`src/rtl/uart_pkg.sv`:
```
// Shared definitions for the UART transmit path: FSM encoding, frame width
// and the baud divisor calculation.
package uart_pkg;

    typedef enum logic [1:0] {
        ST_IDLE  = 2'd0,
        ST_START = 2'd1,
        ST_DATA  = 2'd2,
        ST_STOP  = 2'd3
    } tx_state_e;

    localparam int DATA_BITS = 8;

    function automatic int calc_clks_per_bit(input int clk_freq, input int baud);
        return clk_freq / baud;
    endfunction

endpackage

```
`src/rtl/uart_tx_fifo.sv`:
```
// Synchronous byte FIFO with occupancy count; pushes while full and pops
// while empty are ignored.
module uart_tx_fifo
    import uart_pkg::*;
#(
    parameter int DEPTH = 4
) (
    input  logic                           clk_i,
    input  logic                           rst_n_i,
    input  logic                           push_i,
    input  logic [DATA_BITS-1:0]           data_i,
    input  logic                           pop_i,
    output logic [DATA_BITS-1:0]           head_o,
    output logic [$clog2(DEPTH+1)-1:0]     count_o,
    output logic                           full_o,
    output logic                           empty_o
);
    localparam int PTR_W = $clog2(DEPTH);
    localparam int CNT_W = $clog2(DEPTH + 1);

    if ((DEPTH < 2) || ((DEPTH & (DEPTH - 1)) != 0)) begin : g_bad_depth
        $error("uart_tx_fifo: DEPTH must be a power of two and at least 2");
    end

    logic [DATA_BITS-1:0] mem_q [DEPTH];
    logic [PTR_W-1:0]     wr_ptr_q;
    logic [PTR_W-1:0]     rd_ptr_q;
    logic [CNT_W-1:0]     count_q;
    logic                 push_s;
    logic                 pop_s;

    assign full_o  = (count_q == CNT_W'(DEPTH));
    assign empty_o = (count_q == CNT_W'(0));
    assign push_s  = push_i && !full_o;
    assign pop_s   = pop_i && !empty_o;
    assign head_o  = mem_q[rd_ptr_q];
    assign count_o = count_q;

    // Pointers wrap naturally because DEPTH is a power of two.
    always_ff @(posedge clk_i or negedge rst_n_i) begin
        if (!rst_n_i) begin
            wr_ptr_q <= PTR_W'(0);
            rd_ptr_q <= PTR_W'(0);
            count_q  <= CNT_W'(0);
        end else begin
            if (push_s) begin
                wr_ptr_q <= wr_ptr_q + PTR_W'(1);
            end
            if (pop_s) begin
                rd_ptr_q <= rd_ptr_q + PTR_W'(1);
            end
            if (push_s && !pop_s) begin
                count_q <= count_q + CNT_W'(1);
            end else if (pop_s && !push_s) begin
                count_q <= count_q - CNT_W'(1);
            end
        end
    end

    // Byte storage; cleared on reset so discarded entries never reappear.
    always_ff @(posedge clk_i or negedge rst_n_i) begin
        if (!rst_n_i) begin
            for (int i = 0; i < DEPTH; i++) begin
                mem_q[i] <= {DATA_BITS{1'b0}};
            end
        end else if (push_s) begin
            mem_q[wr_ptr_q] <= data_i;
        end
    end

endmodule

```
`src/rtl/uart_write.sv`:
```
// UART 8N1 transmitter, LSB first: a byte FIFO feeds a start/data/stop
// framing FSM that sends queued bytes back-to-back.
module uart_write
    import uart_pkg::*;
#(
    parameter int CLK_FREQ   = 50_000_000,
    parameter int BAUD       = 115200,
    parameter int FIFO_DEPTH = 4
) (
    input  logic                               clock_50mhz,
    input  logic                               reset_n,
    input  logic [DATA_BITS-1:0]               wr_data,
    input  logic                               wr_valid,
    output logic                               wr_ready,
    output logic                               tx_pin,
    output logic                               busy,
    output logic                               done,
    output logic [$clog2(FIFO_DEPTH+1)-1:0]    fifo_count
);
    localparam int CPB    = calc_clks_per_bit(CLK_FREQ, BAUD);
    localparam int BAUD_W = $clog2(CPB);
    localparam int BIT_W  = $clog2(DATA_BITS);

    if (CPB < 2) begin : g_bad_baud
        $error("uart_write: CLK_FREQ / BAUD must be at least 2");
    end

    tx_state_e            state_q, state_d;
    logic [BAUD_W-1:0]    baud_q, baud_d;
    logic [BIT_W-1:0]     bit_q, bit_d;
    logic [DATA_BITS-1:0] shift_q, shift_d;
    logic                 tx_q, tx_d;
    logic                 done_q, done_d;
    logic                 baud_last_s;
    logic                 pop_s;
    logic                 fifo_full_s;
    logic                 fifo_empty_s;
    logic [DATA_BITS-1:0] fifo_head_s;

    uart_tx_fifo #(
        .DEPTH (FIFO_DEPTH)
    ) u_fifo (
        .clk_i   (clock_50mhz),
        .rst_n_i (reset_n),
        .push_i  (wr_valid),
        .data_i  (wr_data),
        .pop_i   (pop_s),
        .head_o  (fifo_head_s),
        .count_o (fifo_count),
        .full_o  (fifo_full_s),
        .empty_o (fifo_empty_s)
    );

    assign baud_last_s = (baud_q == BAUD_W'(CPB - 1));
    assign wr_ready    = !fifo_full_s;
    assign busy        = (state_q != ST_IDLE) || !fifo_empty_s;
    assign tx_pin      = tx_q;
    assign done        = done_q;

    // State and datapath registers; the line is forced idle-high by reset.
    always_ff @(posedge clock_50mhz or negedge reset_n) begin
        if (!reset_n) begin
            state_q <= ST_IDLE;
            baud_q  <= BAUD_W'(0);
            bit_q   <= BIT_W'(0);
            shift_q <= {DATA_BITS{1'b0}};
            tx_q    <= 1'b1;
            done_q  <= 1'b0;
        end else begin
            state_q <= state_d;
            baud_q  <= baud_d;
            bit_q   <= bit_d;
            shift_q <= shift_d;
            tx_q    <= tx_d;
            done_q  <= done_d;
        end
    end

    // Next-state: one baud period per line bit, reloading from the FIFO
    // straight out of the stop bit so frames run without a gap.
    always_comb begin
        state_d = state_q;
        baud_d  = baud_q;
        bit_d   = bit_q;
        shift_d = shift_q;
        pop_s   = 1'b0;
        case (state_q)
            ST_IDLE: begin
                if (!fifo_empty_s) begin
                    pop_s   = 1'b1;
                    shift_d = fifo_head_s;
                    baud_d  = BAUD_W'(0);
                    state_d = ST_START;
                end else begin
                    state_d = ST_IDLE;
                end
            end
            ST_START: begin
                if (baud_last_s) begin
                    baud_d  = BAUD_W'(0);
                    bit_d   = BIT_W'(0);
                    state_d = ST_DATA;
                end else begin
                    baud_d = baud_q + BAUD_W'(1);
                end
            end
            ST_DATA: begin
                if (baud_last_s) begin
                    baud_d  = BAUD_W'(0);
                    shift_d = {1'b0, shift_q[DATA_BITS-1:1]};
                    if (bit_q == BIT_W'(DATA_BITS - 1)) begin
                        bit_d   = BIT_W'(0);
                        state_d = ST_STOP;
                    end else begin
                        bit_d = bit_q + BIT_W'(1);
                    end
                end else begin
                    baud_d = baud_q + BAUD_W'(1);
                end
            end
            ST_STOP: begin
                if (baud_last_s) begin
                    baud_d = BAUD_W'(0);
                    if (!fifo_empty_s) begin
                        pop_s   = 1'b1;
                        shift_d = fifo_head_s;
                        state_d = ST_START;
                    end else begin
                        state_d = ST_IDLE;
                    end
                end else begin
                    baud_d = baud_q + BAUD_W'(1);
                end
            end
            default: begin
                state_d = ST_IDLE;
                baud_d  = BAUD_W'(0);
                bit_d   = BIT_W'(0);
            end
        endcase
    end

    // Outputs are computed from the next state so the registered copies
    // line up with the state they describe.
    always_comb begin
        tx_d   = 1'b1;
        done_d = (state_d == ST_STOP) && (baud_d == BAUD_W'(CPB - 1));
        case (state_d)
            ST_IDLE:  tx_d = 1'b1;
            ST_START: tx_d = 1'b0;
            ST_DATA:  tx_d = shift_d[0];
            ST_STOP:  tx_d = 1'b1;
            default:  tx_d = 1'b1;
        endcase
    end

endmodule

```
`config.mk`:
```
export PLATFORM = sky130hd
export DESIGN_NAME = uart_write
export DESIGN_NICKNAME = d
export VERILOG_FILES = /design/src/rtl/uart_pkg.sv /design/src/rtl/uart_tx_fifo.sv /design/src/rtl/uart_write.sv
export SDC_FILE = /design/constraint.sdc
export NUM_CORES = 1
export LEC_CHECK = 0
export CAP_MARGIN = 20
export CORE_MARGIN = 1
export CORE_UTILIZATION = 46
export DETAILED_ROUTE_END_ITERATION = 10
export PLACE_DENSITY_LB_ADDON = 0.3
export SKIP_LAST_GASP = 1
export SYNTH_ARGS = -nofsm -noshare
export SYNTH_HDL_FRONTEND = slang
export SYNTH_SLANG_ARGS = --single-unit
```
`constraint.sdc`:
```
create_clock -name clock_50mhz -period 3.15 [get_ports clock_50mhz]
set_clock_uncertainty 0.05 [all_clocks]
set_input_delay 0.7875 -clock clock_50mhz [delete_from_list [all_inputs] [get_ports clock_50mhz]]
set_output_delay 0.7875 -clock clock_50mhz [all_outputs]
set_load 0.02 [all_outputs]
```
==> metrics.md, run 1 <==
| Metric | Value |
|---|---|
| Status | finished clean |
| Slew HR | 50.3% |
| X dimension of the die | 87.1 µm |
| Die Ht | 87.1 µm |
| Final hold vios | 0 |
| Worst path required time | 3330 ps |
| First-pass GRT wire length | 10800 µm |
| Vias in the first global route | 2202 |
| Number of synthesized register bits | 63 |
| GP Congestion | 0.789 |
| Synthesis-to-finish area growth | 13.4% |
| Storage element area | 1580 µm² |
| Antenna diodes | 0 |
| Final Max Slew Viols | 0 |
| Final min period | 2850 ps |
| Vias per cell | 5.50 |
| Actual slew at the worst max-slew pin | 745 ps |
| Critical Path Start | baud_q[1] |
| Post-synth top area share | 46.6% |
| Number of synthesized flops with an enable pin | 0 |
| Startpoint types | register |
| Total GRT Usage | 19.0% |
| Nets | 334 |
| Total chip power | 2.62 mW |
| H-tree lvl count | 3 |
| DR iter-0 viols | 134 |
| Post-Place Setup Slack | 337 ps |
| Final WL | 6380 µm |
| Footprint of the multi-input gates | 1630 µm² |
| Overflow after GRT | 0 |
| Initial core utilization | 48.2% |
| Pre-Repair DR Iteration Count | 4 |
| DR WL/cell | 15.7 µm |
| Via count | 2233 |
| Final instance area | 3780 µm² |
| Combinational power share | 27.5% |
| Reg2reg start | baud_q[1] |
| Setup TNS | 0 ps |
| Hold slack | 453 ps |
| Int Pwr | 1.85 mW |
| Final core utilization | 54.7% |
| Fmax | 0.351 GHz |
| Net Sw Power | 769 µW |
| PD cells | 693 nW/µm² |
| Worst setup EP type | register |
| Bufs on Longest Clock Path | 2 |
| Port Buffers | 17 |
| Ys flop type | dfrtp_1 |
| Final period utilization | 90.5% |
| Clock Latency Late Sink | 350 ps |
| Tightest Hold Check Type | in -> async |
| Top-count cell post-synth | dfrtp_1 |
| Switching part of the total | 29.3% |
| TritonCTS clock tree | built |
| Post-route setup slack | 299 ps |
| Share of layout cells above drive strength 1 | 22.6% |
| Slowest stage delay, CP | 420 ps |
| CP Max Fanout | 8 |
| Hpwl dp | 4370 µm |
| Leakage power | 1.63 nW |
| Post-Syn Area | 3330 µm² |
| Syn_nets | 312 |
| Synth Area per Inst | 11.8 µm² |
| Clk slew on worst S/H paths | 70 ps |
| Max_cap viols | 0 |
| Worst path slowest cell | dfrtp_1 |
| Cts bufs inserted | 9 |
| Core Region | 6910 µm² |
| Worst EP arrival | 3030 ps |
| Delay-heaviest family, CP | adder cells |
| Synth unique cells | 47 |
| Synth area leaders | dfrtp_1, mux2_2, ha_1 |
| Std-Cell Rows | 30 |
| Largest net degree at the start of global routing | 34 |
| RSZ-0062 raised after global routing | no |
| Sequential share of power | 46.2% |
| Ys async rst share | 100% |
| VDD IR max | 477 µV |
| CP cell instances | inv_1 -> ha_1 -> and4b_1 -> a31oi_1 -> nor3_1 -> inv_1 -> ha_1 -> inv_1 -> fa_1 -> mux2_2 |
| Cell count after placement | 390 |
| Buf+Inv Stages, Crit Path | 3 |
| # DRC | 0 |
| Fill cells | 615 |
| Clk sink count | 63 |
| Area leader, netlist | dfrtp_1 |
| I/O pin count | 18 |
| Die area | 7590 µm² |
| Fin cells | 406 |
| Area after DPL | 3590 µm² |
| Synth warn | 0 |
| CTS Root Cell | clkbuf_8 |
| Routed Antenna Nets | 0 |
| Sequential area share after synthesis | 47.4% |
| Clock network power share | 26.3% |
| Most used cell, CP | inv_1 |
| Top cells by count, synth | dfrtp_1, mux2_2, nand2_1 |
| Setup CP Type | reg -> reg |
| Mapped Cells | 283 |
| Setup violations, final | 0 |
| Antenna violations before repair | 0 |
-- power by group through the flow --
stage                     clock (mW)  sequential (mW)  combinational [mW]
final                          0.690             1.21               0.720
after floorplan                    0             1.20               0.525
after CTS                      0.714             1.21               0.736
after global placement             0             1.21               0.702
after detailed placement           0             1.22               0.732
after global routing           0.744             1.24               0.783
-- layout by cell type, fill, tap and decap left out, types with 2 or more instances in the layout --
master           count
a22o_1               2
and4b_1              2
xnor2_1              4
nor3_1               2
or2_2                2
and4_1               2
a21oi_1             15
a21boi_0             2
clkinvlp_4           2
nor2_1              13
and3_1               4
inv_1               12
nor2b_1              2
and2_1               2
mux2_2              34
a31oi_1              3
buf_4                6
dfrtp_1             62
clkbuf_1             2
mux4_2               8
xor2_1               3
or3_1                8
a32o_1               2
o211ai_1             7
a21o_1               3
clkdlybuf4s50_1     15
nand3_1              6
clkbuf_8             9
nand4_1              3
o21ai_0             12
ha_1                17
nand2_1             22
-- timing repair --
item	in CTS	in global routing
gates resized for setup	0	1
setup buffers	0	0
endpoints found under the setup margin	0	1
hold buffers	0	0
-- layer usage --
| metal | wire length [µm] | vias up | share of wire [%] | track usage, % |
|---|---|---|---|---|
| li1 | - | 1075 | - | - |
| met1 | 3030 | 1116 | 47 | 25.2 |
| met2 | 3070 | 35 | 48 | 29.9 |
| met3 | 212 | 7 | 3.3 | 5.21 |
| met4 | 66 | 0 | 1.0 | 7.30 |
| met5 | 0 | - | 0 | 0 |
-- logic make-up after synthesis --
family,Yosys count,synth area share [%]
AOI/OAI and AO/OA,55,11.3
xor gates and xnor gates,7,1.84
adders and majority gates,18,6.98
buffers and inverters,24,3.60
DFF,63,47.4
muxes,43,17.2
and+or+nand+nor,73,11.7
-- worst paths after layout --
kind / to / slack [ps] / cells past startpoint
worst min register to register: u_fifo.mem_q[13] / 450 / 1
worst max-delay path: u_fifo.count_o[1] / 300 / 10
worst max register to register: u_fifo.count_o[1] / 300 / 10
max in group asynchronous: u_fifo.mem_q[14] / 1880 / 2
min in group clock_50mhz: u_fifo.mem_q[13] / 450 / 1
worst min-delay path: baud_q[4] / 450 / 1
-- area by class of cell --
cell class                      instances  area share (%)
Clock inverter                          5            1.56
Timing Repair Buffer                   23            5.63
Multi-Input combinational cell        196            43.2
Inverter                               12            1.19
Tap cell                               96            3.18
Sequential cell                        63            41.7
Clock buffer                           11            3.48
-- worst reg2reg max path: cells and delay by family (launching register included) --
kind | cells | cell delay, ps
adders and majority gates | 3 | 780
and+or+nand+nor | 2 | 750
DFF | 1 | 420
buffers and inverters | 3 | 270
muxes | 1 | 270
AOI/OAI and AO/OA | 1 | 190
-- state kept, by name (all words and copies together), names as in the netlist --
name             cells
done                 1
baud_q               9
u_fifo.rd_ptr_q      2
u_fifo.mem_q        32
state_q              2
bit_q                3
tx_pin               1
shift_q              8
u_fifo.wr_ptr_q      2
u_fifo.count_o       3
No activity file was read; power rests on OpenSTA's default activity.
==> inputs of run 2 (changes only) <==
--- a/config.mk
+++ b/config.mk
@@ -6,8 +6,11 @@
 export NUM_CORES = 1
 export LEC_CHECK = 0
 export CAP_MARGIN = 20
+export CELL_PAD_IN_SITES_DETAIL_PLACEMENT = 0
+export CELL_PAD_IN_SITES_GLOBAL_PLACEMENT = 2
 export CORE_MARGIN = 1
-export CORE_UTILIZATION = 46
+export CORE_UTILIZATION = 41
+export CTS_CLUSTER_DIAMETER = 30
 export DETAILED_ROUTE_END_ITERATION = 10
 export PLACE_DENSITY_LB_ADDON = 0.3
 export SKIP_LAST_GASP = 1
==> metrics.md, run 2 (synthesis results as in run 1) <==
| Metric | Value |
|---|---|
| Top flop regs | u_fifo.mem_q: 32 flops, baud_q: 9 flops, shift_q: 8 flops |
| Register-to-register setup slack | 300 ps |
| DR WL/cell | 15.7 µm |
| CTS Root Cell | clkbuf_8 |
| DR iter-0 viols | 80 |
| Hpwl dp | 4540 µm |
| CTS resizes | 0 |
| Met2 Wirelength | 2930 µm |
| Worst EP arrival | 2140 ps |
| VDD IR max | 374 µV |
| RSZ-0062 raised after global routing | no |
| Worst path slowest cell | clkdlybuf4s50_1 |
| Startpoint types | register |
| Final hold vios | 0 |
| Synthesis-to-finish area growth | 13.7% |
| CTS hold repair buffers | 0 |
| Actual slew at the worst max-slew pin | 769 ps |
| Worst path required time | 2310 ps |
| Buf+Inv Stages, Crit Path | 3 |
| Clock network power share | 25.0% |
| CP Max Fanout | 6 |
| Total GRT Usage | 17.6% |
| Leakage power | 1.62 nW |
| Via count | 2223 |
| Routed Antenna Nets | 0 |
| Final Max Slew Viols | 0 |
| Max_cap viols | 0 |
| I/O pin count | 18 |
| Final period utilization | 94.5% |
| Clock Latency Late Sink | 340 ps |
| X dimension of the die | 92.2 µm |
| Crit Reg-Reg Endpoint | done |
| Initial core utilization | 42.7% |
| Reg2reg start | baud_q[1] |
| Clk slew on worst S/H paths | 70 ps |
| Bufs on Longest Clock Path | 2 |
| Status | finished clean |
| Largest net degree at the start of global routing | 34 |
| Most used cell, CP | inv_1 |
| Storage element area | 1580 µm² |
| Delay-heaviest family, CP | buffers and inverters |
| Highest Signal Layer | met4 |
| Setup TNS | 0 ps |
| Worst setup EP type | primary output |
| CP Depth | 5 |
| Core Region | 7810 µm² |
| Antenna violations before repair | 0 |
| Max FFs per register | 32 |
| Overflow after GRT | 0 |
| Share of layout cells above drive strength 1 | 23.3% |
| Clk sink count | 63 |
| Vias in the first global route | 2258 |
| CP cell instances | inv_1 -> ha_1 -> nor4b_2 -> inv_1 -> clkdlybuf4s50_1 |
| Final min period | 2980 ps |
| Setup bufs post-CTS | 0 |
| Cts bufs inserted | 9 |
| PD cells | 675 nW/µm² |
| Int Pwr | 1.79 mW |
| Footprint of the multi-input gates | 1640 µm² |
| Slowest stage delay, CP | 640 ps |
| TritonCTS clock tree | built |
| Setup CP Type | reg -> out |
| Port Buffers | 17 |
| R2R cell count | 11 |
| Commonest cells after routing, fill and taps aside | dfrtp_1, mux2_2, nand2_1, ha_1, clkdlybuf4s50_1 |
| Worst Setup EP | busy |
| Fmax | 0.336 GHz |
| Most common cell after layout, fill and taps aside | dfrtp_1 |
| GP Congestion | 0.783 |
| Post-Place Setup Slack | 291 ps |
| Net Sw Power | 766 µW |
| Slew HR | 48.7% |
| Metal-1 WL | 3280 µm |
| Sequential share of power | 47.0% |
| Std-Cell Rows | 32 |
| Post-route setup slack | 174 ps |
| Die area | 8490 µm² |
| Fill cells | 732 |
| Critical Path Start | state_q[1] |
| Pre-Repair DR Iteration Count | 4 |
| Antenna diodes | 0 |
| Vias per cell | 5.41 |
| Nets | 333 |
| Final WL | 6470 µm |
| Switching part of the total | 29.9% |
| Metal3 WL | 192 µm |
| H-tree lvl count | 3 |
| Top reg by flops | u_fifo.mem_q |
| Setup violations, final | 0 |
| # DRC | 0 |
| Tightest Hold Check Type | reg -> reg |
| Combinational power share | 28.0% |
| Die Ht | 92.2 µm |
| First-pass GRT wire length | 11400 µm |
[run 2: how the worst min path moves through the flow]
stage,startpoint,to,slack [ps],depth (start not counted)
floorplan,bit_q[1],bit_q[1],420,1
global placement,u_fifo.mem_q[22],u_fifo.mem_q[22],430,1
detailed placement,u_fifo.mem_q[11],u_fifo.mem_q[11],440,1
CTS,u_fifo.mem_q[11],u_fifo.mem_q[11],460,1
global route,u_fifo.mem_q[15],u_fifo.mem_q[15],460,1
finish,u_fifo.mem_q[11],u_fifo.mem_q[11],460,1
[run 2: routing by layer]
| layer | vias up | track usage, % |
|---|---|---|
| met2 | 25 | 26.2 |
| li1 | 1080 | - |
| met1 | 1111 | 24.7 |
| met5 | - | 0 |
| met3 | 7 | 5.39 |
| met4 | 0 | 4.69 |
[run 2: cell type report]
| class | count | area share, % |
|---|---|---|
| clock inverters | 6 | 1.19 |
| multi-input cells | 196 | 43.3 |
| repair buffers | 22 | 5.68 |
| flip-flops and latches | 63 | 41.7 |
| well taps | 102 | 3.37 |
| inverters | 12 | 1.19 |
| clock buffers | 10 | 3.63 |
[run 2: power groups by stage]
stage	Clock (mW)	Sequential, mW	Combinational, mW
after global routing	0.704	1.24	0.791
after CTS	0.658	1.21	0.728
after global placement	0	1.21	0.712
final	0.640	1.20	0.715
after floorplan	0	1.20	0.525
after detailed placement	0	1.22	0.728
[run 2: per-stage QoR]
stage / hold slack [ps] / cells / util, % / power, mW / area [µm²]
4_1_cts: 456 / 411 / 48.4 / 2.59 / 3780
6_report: 455 / 411 / 48.5 / 2.56 / 3790
5_1_grt: 465 / 411 / 48.5 / 2.73 / 3790
2_1_floorplan: 420 / 283 / - / 1.72 / 3330
3_3_place_gp: 432 / 395 / 46.1 / 1.92 / 3600
3_5_place_dp: 438 / 395 / 46.1 / 1.95 / 3600
==> inputs of run 3 (changes only) <==
--- a/config.mk
+++ b/config.mk
@@ -9,9 +9,11 @@
 export CELL_PAD_IN_SITES_DETAIL_PLACEMENT = 0
 export CELL_PAD_IN_SITES_GLOBAL_PLACEMENT = 2
 export CORE_MARGIN = 1
-export CORE_UTILIZATION = 41
+export CORE_UTILIZATION = 43
+export CTS_BUF_LIST = sky130_fd_sc_hd__clkbuf_8
 export CTS_CLUSTER_DIAMETER = 30
 export DETAILED_ROUTE_END_ITERATION = 10
+export GPL_TIMING_DRIVEN = 0
 export PLACE_DENSITY_LB_ADDON = 0.3
 export SKIP_LAST_GASP = 1
 export SYNTH_ARGS = -nofsm -noshare
==> metrics.md, run 3 (synthesis results as in run 1) <==
| Metric | Value |
|---|---|
| Status | finished clean |
| R2R cell count | 13 |
| Commonest cells after routing, fill and taps aside | dfrtp_1, mux2_2, nand2_1, ha_1 |
| Slowest stage delay, CP | 440 ps |
| Via count | 2285 |
| CP Max Fanout | 9 |
| CP cell instances | inv_1 -> ha_1 -> and4b_1 -> buf_2 -> and3_1 -> buf_2 -> nand2_1 -> a21oi_1 -> or2_2 -> ha_1 -> nand4_1 -> a2111oi_2 -> and4_1 |
| Startpoint types | register |
| Clk slew on worst S/H paths | 80 ps |
| Worst EP arrival | 3180 ps |
| RSZ-0062 raised after global routing | yes |
| Fill cells | 674 |
| Final Max Slew Viols | 0 |
| VDD IR max | 418 µV |
| Fmax | 0.339 GHz |
| H-tree lvl count | 3 |
| Vias per cell | 5.49 |
| PD cells | 718 nW/µm² |
| Final period utilization | 93.7% |
| Nets | 341 |
| Final min period | 2950 ps |
| Hpwl dp | 4480 µm |
| Clock Latency Late Sink | 340 ps |
| Cell count after placement | 399 |
| Delay-heaviest family, CP | simple AND/OR/NAND/NOR gates |
| TritonCTS clock tree | built |
| Worst path required time | 3380 ps |
| Antenna diodes | 0 |
| Top reg by flops | u_fifo.mem_q |
| Tightest Hold Check Type | reg -> reg |
| Footprint of the multi-input gates | 1650 µm² |
| Total GRT Usage | 17.9% |
| CP Depth | 13 |
| Clk sink count | 63 |
| Hold slack | 454 ps |
| WHS Path Cells | 1 |
| Routed Antenna Nets | 0 |
| Std-Cell Rows | 31 |
| Vias in the first global route | 2292 |
| Share of layout cells above drive strength 1 | 24.6% |
| Largest net degree at the start of global routing | 64 |
| Actual slew at the worst max-slew pin | 811 ps |
| Die Ht | 90.0 µm |
| GP Congestion | 0.755 |
| CTS Root Cell | clkbuf_8 |
| Setup violations, final | 0 |
| # DRC | 0 |
| Most common cell after layout, fill and taps aside | dfrtp_1 |
| Leakage power | 1.69 nW |
| Synthesis-to-finish area growth | 16.9% |
| Antenna violations before repair | 0 |
| Initial core utilization | 45.2% |
| Buf+Inv Stages, Crit Path | 3 |
| DR iter-0 viols | 155 |
| X dimension of the die | 90.0 µm |
| Storage element area | 1580 µm² |
| Total chip power | 2.80 mW |
| Top flop regs | u_fifo.mem_q: 32 flops, baud_q: 9 flops, shift_q: 8 flops |
| Setup TNS | 0 ps |
| First-pass GRT wire length | 11400 µm |
| Cts bufs inserted | 9 |
| Pre-Repair DR Iteration Count | 4 |
| CTS hold repair buffers | 0 |
| Overflow after GRT | 0 |
| Final WL | 6580 µm |
| Worst setup EP type | register |
| Core Region | 7370 µm² |
| Max_cap viols | 0 |
| Slew HR | 45.9% |
| Worst path slowest cell | a2111oi_2 |
| Final hold vios | 0 |
| Fin cells | 416 |
| Port Buffers | 17 |
| Final core utilization | 52.9% |
| DR WL/cell | 15.8 µm |
| I/O pin count | 18 |
| Bufs on Longest Clock Path | 2 |
| Die area | 8100 µm² |
| Setup CP Type | reg -> reg |
| Max FFs per register | 32 |
-- run 3: layout make-up --
class | count | area share (%)
repair buffers | 18 | 4.47
clock inverters | 7 | 3.12
clock buffers | 9 | 3.18
flip-flops and latches | 63 | 40.5
multi-input cells | 196 | 42.5
well taps | 99 | 3.18
plain buffers | 12 | 1.93
inverters | 12 | 1.16
-- run 3: repair_timing --
item | in CTS | in global routing
resized for setup | 3 | 2
buffers inserted | 1 | 0
pin swaps | 0 | 0
endpoints found under the setup margin | 2 | 2
-- run 3: power by group --
group / internal, mW / leakage [nW] / switching (mW) / total, mW
Clock: 0.528 / 0.123 / 0.341 / 0.870
Combinational: 0.425 / 0.787 / 0.291 / 0.716
Sequential: 1.05 / 0.778 / 0.154 / 1.21
-- run 3: path summary, 6_finish.rpt --
kind,startpoint,end,slack [ps]
worst max-delay path,baud_q[1],done,200
max in group asynchronous,reset_n,u_fifo.mem_q[15],2030
worst min register to register,u_fifo.mem_q[17],u_fifo.mem_q[17],450
min in group asynchronous,reset_n,baud_q[3],470
worst min-delay path,u_fifo.mem_q[17],u_fifo.mem_q[17],450
worst max register to register,baud_q[1],done,200
-- run 3: stage by stage --
step / cell area [µm²] / worst slack [ps]
3_5_place_dp: 3620 / 19.6
3_3_place_gp: 3630 / -974
5_1_grt: 3890 / -11.9
4_1_cts: 3880 / 76.9
6_report: 3890 / 198
2_1_floorplan: 3330 / 601
-- run 3: worst register-to-register path, cell delays in order (launching register included) --
cell and delay (ps):
dfrtp_1 430, inv_1 110, ha_1 140, and4b_1 180, buf_2 210, and3_1 170, buf_2 200, nand2_1 80
a21oi_1 190, or2_2 160, ha_1 160, nand4_1 130, a2111oi_2 440, and4_1 250
-- run 3: routing by layer --
layer  global-route usage, %  vias up  wire length [µm]
met1                    24.6     1153              3280
met3                    4.48       10               212
met5                       0        -                 0
met4                    6.99        0                97
li1                        -     1088                 -
met2                    27.2       34              3000
